$ cat src/rtl/keycode_action_decoder_if.sv
// Action-event valid/ready handshake between the keycode decoder (master) and the piece-control FSM (slave).
interface keycode_action_decoder_if;
  logic       act_valid;
  logic [2:0] act_code;
  logic       act_ready;

  modport master (output act_valid, output act_code, input act_ready);
  modport slave  (input act_valid, input act_code, output act_ready);
endinterface

$ cat src/rtl/keycode_action_decoder.sv
// Decodes the Nios keycode PIO word into Tetris action events with DAS/ARR auto-repeat.
// Optional feature: define KEYDEC_DROPCNT_EN to add the dbg_drop_cnt coalesced-event counter port.
module keycode_action_decoder #(
  parameter logic [7:0]  KEY_LEFT  = 8'h04,
  parameter logic [7:0]  KEY_RIGHT = 8'h07,
  parameter logic [7:0]  KEY_DOWN  = 8'h16,
  parameter logic [7:0]  KEY_ROT   = 8'h1A,
  parameter logic [7:0]  KEY_DROP  = 8'h2C,
  parameter int unsigned DAS_CYC   = 8_500_000,
  parameter int unsigned ARR_CYC   = 2_500_000,
  parameter int unsigned CNT_W     = 24
) (
  input  logic                     clk_clk,
  input  logic                     reset_reset_n,
  input  logic [15:0]              keycode_export,
  keycode_action_decoder_if.master act_if,
  output logic [4:0]               key_held
`ifdef KEYDEC_DROPCNT_EN
  , output logic [7:0]             dbg_drop_cnt
`endif
);

  localparam int unsigned NA = 5;  // actions: 0 left, 1 right, 2 down, 3 rotate, 4 hard-drop
  localparam int unsigned NR = 3;  // auto-repeating actions: left, right, down

  typedef enum logic [1:0] {S_IDLE, S_DAS, S_ARR} rep_state_e;

  rep_state_e       r_state [NR];
  rep_state_e       w_state_nxt [NR];
  logic [CNT_W-1:0] r_cnt [NR];
  logic [CNT_W-1:0] w_cnt_nxt [NR];
  logic [NR-1:0]    w_rep_in;
  logic [NR-1:0]    w_rep_evt;

  logic [NA-1:0]    w_held;
  logic [NA-1:0]    r_key_held;
  logic [NA-1:0]    w_evt;
  logic [NA-1:0]    r_pend;
  logic [NA-1:0]    w_pend_nxt;
  logic [NA-1:0]    w_clr;
  logic             w_hs;
  logic             r_act_valid;
  logic             w_valid_nxt;
  logic [2:0]       r_act_code;
  logic [2:0]       w_code_nxt;

  // An empty slot (8'h00) never matches, and a key in both slots is still one key.
  function automatic logic f_match(input logic [15:0] kc, input logic [7:0] key);
    return (key != 8'h00) && ((kc[7:0] == key) || (kc[15:8] == key));
  endfunction

  assign w_held = {f_match(keycode_export, KEY_DROP), f_match(keycode_export, KEY_ROT),
                   f_match(keycode_export, KEY_DOWN), f_match(keycode_export, KEY_RIGHT),
                   f_match(keycode_export, KEY_LEFT)};

  // Left and right cancel each other out while both are held.
  assign w_rep_in = {w_held[2], w_held[1] & ~w_held[0], w_held[0] & ~w_held[1]};

  // Repeat FSMs: release always wins over a counter expiry.
  always_comb begin
    for (int i = 0; i < NR; i++) begin
      w_state_nxt[i] = r_state[i];
      w_cnt_nxt[i]   = r_cnt[i];
      w_rep_evt[i]   = 1'b0;
      if (!w_rep_in[i]) begin
        w_state_nxt[i] = S_IDLE;
        w_cnt_nxt[i]   = '0;
      end else begin
        case (r_state[i])
          S_IDLE: begin
            w_rep_evt[i]   = 1'b1;
            w_cnt_nxt[i]   = CNT_W'(DAS_CYC - 1);
            w_state_nxt[i] = S_DAS;
          end
          S_DAS, S_ARR: begin
            if (r_cnt[i] == '0) begin
              w_rep_evt[i]   = 1'b1;
              w_cnt_nxt[i]   = CNT_W'(ARR_CYC - 1);
              w_state_nxt[i] = S_ARR;
            end else begin
              w_cnt_nxt[i] = r_cnt[i] - CNT_W'(1);
            end
          end
          default: begin
            w_state_nxt[i] = S_IDLE;
            w_cnt_nxt[i]   = '0;
          end
        endcase
      end
    end
  end

  always_ff @(posedge clk_clk or negedge reset_reset_n) begin
    if (!reset_reset_n) begin
      for (int i = 0; i < NR; i++) begin
        r_state[i] <= S_IDLE;
        r_cnt[i]   <= '0;
      end
    end else begin
      for (int i = 0; i < NR; i++) begin
        r_state[i] <= w_state_nxt[i];
        r_cnt[i]   <= w_cnt_nxt[i];
      end
    end
  end

  // Rotate and hard-drop fire once per press; r_key_held doubles as the previous-held sample.
  assign w_evt = {w_held[4] & ~r_key_held[4], w_held[3] & ~r_key_held[3], w_rep_evt};
  assign w_hs  = r_act_valid & act_if.act_ready;
  assign w_clr = w_hs ? (NA'(1) << r_act_code) : '0;

  // A new event for the action being accepted re-arms its pending bit.
  assign w_pend_nxt = (r_pend & ~w_clr) | w_evt;

  // Issue: only when the output slot is free, so a presented action is never preempted.
  always_comb begin
    w_valid_nxt = r_act_valid;
    w_code_nxt  = r_act_code;
    if (!r_act_valid || w_hs) begin
      w_valid_nxt = |w_pend_nxt;
      if      (w_pend_nxt[4]) w_code_nxt = 3'd4;
      else if (w_pend_nxt[3]) w_code_nxt = 3'd3;
      else if (w_pend_nxt[0]) w_code_nxt = 3'd0;
      else if (w_pend_nxt[1]) w_code_nxt = 3'd1;
      else if (w_pend_nxt[2]) w_code_nxt = 3'd2;
    end
  end

  always_ff @(posedge clk_clk or negedge reset_reset_n) begin
    if (!reset_reset_n) begin
      r_key_held  <= '0;
      r_pend      <= '0;
      r_act_valid <= 1'b0;
      r_act_code  <= 3'd0;
    end else begin
      r_key_held  <= w_held;
      r_pend      <= w_pend_nxt;
      r_act_valid <= w_valid_nxt;
      r_act_code  <= w_code_nxt;
    end
  end

  assign act_if.act_valid = r_act_valid;
  assign act_if.act_code  = r_act_code;
  assign key_held         = r_key_held;

`ifdef KEYDEC_DROPCNT_EN
  logic [NA-1:0] w_coal;
  logic [2:0]    w_coal_n;
  logic [8:0]    w_drop_sum;
  logic [7:0]    r_drop_cnt;

  // Events landing on a pending bit that stays set are lost to coalescing.
  assign w_coal = w_evt & r_pend & ~w_clr;

  always_comb begin
    w_coal_n = 3'd0;
    for (int i = 0; i < NA; i++) begin
      w_coal_n = w_coal_n + 3'(w_coal[i]);
    end
    w_drop_sum = 9'(r_drop_cnt) + 9'(w_coal_n);
  end

  always_ff @(posedge clk_clk or negedge reset_reset_n) begin
    if (!reset_reset_n) begin
      r_drop_cnt <= 8'h00;
    end else begin
      r_drop_cnt <= w_drop_sum[8] ? 8'hFF : w_drop_sum[7:0];
    end
  end

  assign dbg_drop_cnt = r_drop_cnt;
`endif

endmodule

$ cat src/flat_wrapper.sv
// flat-port wrapper written by rule: the top's interface ports become plain ports
module keycode_action_decoder_flat 
#(
  parameter logic [7:0]  KEY_LEFT  = 8'h04,
  parameter logic [7:0]  KEY_RIGHT = 8'h07,
  parameter logic [7:0]  KEY_DOWN  = 8'h16,
  parameter logic [7:0]  KEY_ROT   = 8'h1A,
  parameter logic [7:0]  KEY_DROP  = 8'h2C,
  parameter int unsigned DAS_CYC   = 8_500_000,
  parameter int unsigned ARR_CYC   = 2_500_000,
  parameter int unsigned CNT_W     = 24
)
  (clk_clk, reset_reset_n, keycode_export, key_held, act_if_act_valid, act_if_act_code, act_if_act_ready);
  keycode_action_decoder_if act_if_i ();
  input  logic clk_clk;
  input  logic reset_reset_n;
  input  logic [15:0] keycode_export;
  output logic [4:0] key_held;
  output wire logic [$bits(act_if_i.act_valid)-1:0] act_if_act_valid;
  output wire logic [$bits(act_if_i.act_code)-1:0] act_if_act_code;
  input wire logic [$bits(act_if_i.act_ready)-1:0] act_if_act_ready;
  assign act_if_act_valid = act_if_i.act_valid;
  assign act_if_act_code = act_if_i.act_code;
  assign act_if_i.act_ready = act_if_act_ready;
  keycode_action_decoder #(.KEY_LEFT(KEY_LEFT), .KEY_RIGHT(KEY_RIGHT), .KEY_DOWN(KEY_DOWN), .KEY_ROT(KEY_ROT), .KEY_DROP(KEY_DROP), .DAS_CYC(DAS_CYC), .ARR_CYC(ARR_CYC), .CNT_W(CNT_W)) u_core (.clk_clk(clk_clk), .reset_reset_n(reset_reset_n), .keycode_export(keycode_export), .act_if(act_if_i), .key_held(key_held));
endmodule
$ cat config.mk
export PLATFORM = sky130hd
export DESIGN_NAME = keycode_action_decoder_flat
export DESIGN_NICKNAME = d
export VERILOG_FILES = /design/src/rtl/keycode_action_decoder_if.sv /design/src/rtl/keycode_action_decoder.sv /design/src/flat_wrapper.sv
export SDC_FILE = /design/constraint.sdc
export NUM_CORES = 1
export LEC_CHECK = 0
export ABC_AREA = 1
export CAP_MARGIN = 20
export CORE_MARGIN = 5
export CORE_UTILIZATION = 45
export CTS_BUF_LIST = sky130_fd_sc_hd__clkbuf_8
export CTS_CLUSTER_SIZE = 25
export DETAILED_ROUTE_END_ITERATION = 6
export PLACE_DENSITY = 0.61
export SYNTH_ARGS = -nofsm -noshare
export SYNTH_HDL_FRONTEND = slang
export SYNTH_SLANG_ARGS = --single-unit
$ cat constraint.sdc
create_clock -name clk_clk -period 2.3 [get_ports clk_clk]
set_input_delay 0.46 -clock clk_clk [delete_from_list [all_inputs] [get_ports clk_clk]]
set_output_delay 0.46 -clock clk_clk [all_outputs]
set_load 0.1 [all_outputs]
==> metrics.txt, run 1 <==
setup repair after global routing missed its margin false; max-cap viol count 0; hold buffer count at cts 0; Setup crit start kind flop; Core Footprint 11500 um2; Total Die Area about 14000 um2; Synth Register Bits 92; Worst Path Max Fanout 7; Worst Max-Slew Pin Slew 0.616 ns; clock tree sinks 92; ranking of synthesized cells by area dfrtp_1 (44%), nand2_1 (8.5%), nor2_1 (8.0%); Initial DRT Pass Iterations 4; synthesized net count 691; count of input and output buffers 27; # fillers 1084; library cells used by synthesis 43; worst hold path type primary input to asynchronous set/reset pin; Global Route Usage Sum 16.0%; clock insertion delay at the later pin of the skew report between 0.3 and 0.4 ns; most used cell along the critical path nand3_1; setup slack after layout between 0.3 and 0.4 ns; buffers inserted during post-CTS setup optimization 0; Mapped Cells 660; number of cell rows 39; height of the die about 120 um; Max Clock Freq 0.509 GHz; fraction of the core area covered by cells at the end of the flow 52.3%; Lkg Pwr 3.47 nW; Worst Setup Slack post-DPL -0.00990 ns; Clock Pin Slew Worst Setup and Hold Paths 0.08 ns; skew final 0.00774 ns; data arrival time of the critical path around 2.2 ns; sequential-to-total area share from yosys stat 43.7%; chain of cells forming the critical path inv_1 -> ha_1 -> nand3_1 -> nor2_2 -> nand3_1 -> nand3_2 -> buf_4 -> o21ai_0; shortest period the worst path allows 1.97 ns; critical setup path kind flop to flop; Routed WL per cell 12.4 um; # H-tree levels 3; Tcrit/Tclk final 85.5%; CP required 2.53 ns; DRT antenna net count 0; clock buffer count from CTS 9; vias in the first global route 4157; clock tree from TritonCTS built; final hold slack 0.0790 ns; pin count of the biggest net entering global routing 43; Clk Tree Root Cell clkbuf_8; most common cell in the netlist nand2_1; number of enable flip-flop cells after synthesis 0; deepest clock path buffer count 2; Critical Path End Type flop; Slowest cell on crit path dfrtp_1; power density cells around 600 nW/um2; Yosys top cell area share between 40% and 50%; endpoints failing setup 0; Detail Placement HPWL 8080 um; average vias per placed instance 5.01; delay of the slowest cell on the worst path 0.38 ns; Top Ports 28; number of remaining DRC errors 0; Async S/R FF share, synth 100%; share of final-layout standard cells stronger than drive strength 1 14.2%; global-route wire length before repair approximately 19000 um; top cells by count, synth nand2_1 (119), nor2_1 (112), dfrtp_1 (92), inv_1 (86), o21ai_0 (36); detailed-route wire length 10700 um; Cell Count Post-Placement around 850; post-CTS sizing 0; number of antenna cells inserted 0; synthesized area per cell 7.99 um2; initial antenna violation count 0; Congestion Overflow GR 0; final std cells w/o fill 861; NumNets Final 744; area growth from synthesis to layout 13.8%; Die W around 120 um; Synth area leader dfrtp_1; Yosys warning total 0; cell area after synthesis 5270 um2; status complete, no violations; weighted congestion reported at the end of routability-driven placement 0.845; number of max-slew violations in the final report 0; violation count after the first detailed-route iteration 230; Max VDD drop around 0.00063 V; initial core utilization 46.0%; Max-slew headroom 58.5%; Final Hold Viols 0; total vias in the final route 4310; most used flip-flop cell after synthesis dfrtp_1
[worst paths after layout]
| path | start | cells after the start | slack (ns) | end |
|---|---|---|---|---|
| max | u_core.r_cnt[48]$_DFF_PN0_ | 8 | 0.33 | u_core.r_cnt[57]$_DFF_PN0_ |
| min | reset_reset_n | 1 | 0.08 | u_core.r_cnt[61]$_DFF_PN0_ |
| max reg2reg | u_core.r_cnt[48]$_DFF_PN0_ | 8 | 0.33 | u_core.r_cnt[57]$_DFF_PN0_ |
| min reg2reg | u_core.r_cnt[48]$_DFF_PN0_ | 1 | 0.47 | u_core.r_cnt[48]$_DFF_PN0_ |
| max in group asynchronous | reset_reset_n | 2 | 1.65 | u_core.r_cnt[3]$_DFF_PN0_ |
| min in group clk_clk | u_core.r_cnt[48]$_DFF_PN0_ | 1 | 0.47 | u_core.r_cnt[48]$_DFF_PN0_ |
[power breakdown]
part | internal, W | total, W | switching (W)
Sequential | 0.00169 | 0.00174 | 0.0000561
Clock | 0.000404 | 0.000955 | 0.000551
Combinational | 0.000277 | 0.000873 | 0.000596
[cell type report]
cell class              instances  area, um2  share of cell area, %
flip-flops and latches         92       2300                   38.4
well taps                     143        179                   2.98
inverters                      91        342                   5.69
clock inverters                 6       25.0                  0.417
multi-input cells             475       2620                   43.6
repair buffers                 44        398                   6.63
clock buffers                  10        138                   2.29
[state kept, by name, indices dropped and copies added (netlist names)]
register	count
u_core.r_state	6
u_core.act_if.act_valid	1
u_core.key_held	5
u_core.act_if.act_code	3
u_core.r_pend	5
u_core.r_cnt	72
[critical path: cells and delay by family, from the launching register on]
family | cells | cell delay, ns
AOI/OAI and AO/OA | 1 | 0.08
adders and majority gates | 1 | 0.20
buffers and inverters | 2 | 0.24
DFF | 1 | 0.38
and+or+nand+nor | 4 | 0.93
[kinds of logic (layout without fill, tap and decap cells)]
family	Yosys count	after routing	synth area share, %
and+or+nand+nor	332	332	30.6
AOI/OAI and AO/OA	98	98	10.8
buffers and inverters	93	151	6.67
DFF	92	92	43.7
xor gates and xnor gates	33	33	5.48
adders and majority gates	12	12	2.85
[metal layers]
metal | up-vias | wire [um] | global-route usage [%] | share of wire, %
met3 | 13 | 288 | 3.06 | 2.7
met4 | 0 | 178 | 6.52 | 1.7
met2 | 59 | 4920 | 24.9 | 46
met1 | 2033 | 5300 | 22.1 | 50
met5 | - | 0 | 0 | 0
li1 | 2205 | - | - | -
[layout by cell type (no fill, tap or decap), drive strengths merged, types with 10 or more instances in the layout]
master	n
clkbuf	10
xnor2	19
ha	12
nor3	11
nor2	138
clkdlybuf4s50	17
o21ai	51
nand3	29
xor2	14
dfrtp	92
inv	94
buf	27
a21oi	27
nand2	133
[through the flow]
| stage | power, W | TNS, ns | instance area (um2) |
|---|---|---|---|
| 2_1_floorplan | 0.00241 | 0 | 5270 |
| 3_3_place_gp | 0.00265 | 0 | 5840 |
| 3_5_place_dp | 0.00266 | -0.00990 | 5840 |
| 4_1_cts | 0.00363 | 0 | 6000 |
| 5_1_grt | 0.00379 | 0 | 6000 |
| 6_report | 0.00357 | 0 | 6000 |
(Power assumes the default switching activity.)
==> run 2: changes to the inputs <==
CTS_CLUSTER_SIZE = not set   (was 25)
PLACE_DENSITY = 0.63   (was 0.61)
clock period = 1.7 ns   (was 2.3 ns; I/O delays follow)
==> run 2 against run 1 <==
Compared with the run above: the run now ends with setup timing left; register-to-register slack lost 0.35 ns; fmax grew 15%; non-clock buffer count grew 70; combinational power grew 84%; routed wire length grew 14%; via count grew 6.6%.
==> metrics.txt, run 2 (synthesis results as in run 1) <==
deepest clock path buffer count 2 (unchanged); share of final-layout standard cells stronger than drive strength 1 32.4% (was 14.2%); number of cell rows 39 (unchanged); R2R depth 9 (was 8); Clk Tree Root Cell clkbuf_8 (unchanged); total vias in the final route 4595 (was 4310); # fillers 972 (was 1084); Lkg Pwr 4.09 nW (was 3.47 nW); initial core utilization 46.0% (unchanged); Die W 118 um (unchanged); power density cells 781 nW/um2 (was 595 nW/um2); Congestion Overflow GR 0 (unchanged); area growth from synthesis to layout 34.8% (was 13.8%); clock tree from TritonCTS built (unchanged); largest register by flop count u_core.r_cnt (unchanged); setup slack after layout -0.0145 ns (was 0.334 ns); Detail Placement HPWL 8790 um (was 8080 um); Tcrit/Tclk final 101% (was 85.5%); beginning of the worst hold path keycode_export[10]; Max VDD drop 0.000732 V (was 0.000634 V); # H-tree levels 3 (unchanged); status finished, violations left (was complete, no violations); detailed-route wire length 12200 um (was 10700 um); final hold slack 0.374 ns (was 0.0790 ns); critical path launch point u_core.r_cnt[48]$_DFF_PN0_ (unchanged); height of the die 118 um (unchanged); critical setup path kind flop to flop (unchanged); worst hold path type primary input to flop (was primary input to asynchronous set/reset pin); NumNets Final 814 (was 744); global-route wire length before repair 21000 um (was 18700 um); count of input and output buffers 27 (unchanged); weighted congestion reported at the end of routability-driven placement 0.883 (was 0.845); Routed WL per cell 13.2 um (was 12.4 um); max FFs per register 72 (unchanged); Critical Path End Type flop (unchanged); multi-input combinational cell area 2980 um2 (was 2620 um2); Max-slew headroom 71.6% (was 58.5%); skew final 0.0121 ns (was 0.00774 ns); number of remaining DRC errors 0 (unchanged); DRT antenna net count 0 (unchanged); post-placement cell area 6350 um2 (was 5840 um2); Largest regs u_core.r_cnt (72), u_core.r_state (6) (unchanged); violated checks setup timing; Worst Path Max Fanout 3 (was 7); clock insertion delay at the later pin of the skew report 0.37 ns (was 0.36 ns); Min-Delay Path Depth 4; endpoints failing setup 1 (was 0); post-route cell area 7110 um2 (was 6000 um2); Total Die Area 14000 um2 (unchanged); Max Clock Freq 0.583 GHz (was 0.509 GHz); setup repair after global routing missed its margin true (was false); CP required 1.97 ns (was 2.53 ns); max-cap viol count 0 (unchanged); clock tree sinks 92 (unchanged); Worst Setup Slack post-DPL -0.505 ns (was -0.00990 ns); initial antenna violation count 0 (unchanged); number of antenna cells inserted 0 (unchanged); clock buffer count from CTS 9 (unchanged); Worst Max-Slew Pin Slew 0.423 ns (was 0.616 ns); Global Route Usage Sum 17.8% (was 16.0%); Initial DRT Pass Iterations 4 (unchanged); average vias per placed instance 4.95 (was 5.01); vias in the first global route 4611 (was 4157); violation count after the first detailed-route iteration 283 (was 230); Core Footprint 11500 um2 (unchanged); Clock Pin Slew Worst Setup and Hold Paths 0.09 ns (was 0.08 ns); launch instance of the worst register-to-register path u_core.r_cnt[48]$_DFF_PN0_ (unchanged); Top Ports 28 (unchanged); overall power after layout 0.00555 W (was 0.00357 W); Setup crit start kind flop (unchanged); total area of sequential cells 2310 um2 (was 2300 um2); most common library cell in the layout ignoring fill and taps nand2_1 (unchanged); Final Hold Viols 0 (unchanged); pin count of the biggest net entering global routing 29 (was 43); most frequent cells in the layout nand2_1 (107), nor2_1 (85), buf_4 (84), dfrtp_1 (84), inv_1 (73) (was nand2_1 (119), nor2_1 (112), dfrtp_1 (92)); number of max-slew violations in the final report 0 (unchanged); shortest period the worst path allows 1.71 ns (was 1.97 ns); final setup TNS -0.0145 ns (was 0 ns); data arrival time of the critical path 1.98 ns (was 2.20 ns)
run 2: cell count changes in the layout (fill, tap and decap cells not counted), moves of 14 or more:
| cell | before | now |
|---|---|---|
| inv_1 | 90 | 73 |
| nor2_2 | 15 | 31 |
| buf_4 | 25 | 84 |
| dlymetal6s2s_1 | 0 | 14 |
| clkdlybuf4s50_1 | 17 | 0 |
| nor2_1 | 112 | 85 |
run 2: worst paths after layout:
kind / endpoint / slack (ns)
max in group asynchronous: u_core.key_held[4]$_DFF_PN0_ / 0.68
worst max register to register: u_core.r_cnt[70]$_DFF_PN0_ / -0.01
min in group asynchronous: u_core.r_cnt[69]$_DFF_PN0_ / 0.44
worst min-delay path: u_core.key_held[3]$_DFF_PN0_ / 0.37
worst min register to register: u_core.r_cnt[11]$_DFF_PN0_ / 0.50
worst max-delay path: u_core.r_cnt[70]$_DFF_PN0_ / -0.01
run 2: stage by stage:
stage	util, %	cells
final	62.0	929
after global routing	62.0	929
after CTS	58.4	913
after detailed placement	55.4	895
after global placement	55.4	895
after floorplan	-	660
run 2: metal layers:
| metal | track usage, % | vias to the layer above | part of all wire [%] |
|---|---|---|---|
| met1 | 23.6 | 2176 | 47 |
| li1 | - | 2341 | - |
| met2 | 29.5 | 63 | 49 |
| met3 | 3.63 | 15 | 2.5 |
| met5 | 0 | - | 0 |
| met4 | 5.38 | 0 | 1.3 |
run 2: final cells by class:
class | count | share of cell area [%]
clock inverters | 4 | 0.951
inverters | 91 | 4.95
multi-input cells | 475 | 42.0
repair buffers | 114 | 15.1
well taps | 143 | 2.52
clock buffers | 10 | 1.94
flip-flops and latches | 92 | 32.6
run 2: worst max-delay path: stages (launching register included):
cell and delay [ns]:
dfrtp_1 0.39, inv_2 0.08, ha_4 0.14, nand3_4 0.09, nor2_4 0.16, nand3_4 0.11
nor4_4 0.33, nand2_1 0.12, o21ai_1 0.14, a21oi_1 0.05
run 2: what timing repair did:
action,CTS,global route
endpoints found under the setup margin,25,73
pin swaps,9,36
endpoints found under the hold margin,25,0
hold buffers,1,0
resized for setup,32,103
setup buffers,3,17
run 2: where the power goes:
part | leakage (nW) | internal, W | switching, W | total [W]
Sequential | 1.26 | 0.00230 | 0.0000577 | 0.00236
Combinational | 2.72 | 0.000635 | 0.000973 | 0.00161
Clock | 0.111 | 0.000843 | 0.000745 | 0.00159
Total | 4.09 | 0.00378 | 0.00178 | 0.00555
==> run 3: changes to the inputs <==
ABC_CLOCK_PERIOD_IN_PS = 1700   (was not set)
==> results of run 3 <==
Final layout, timing and power as in run 2 (identical DEF).
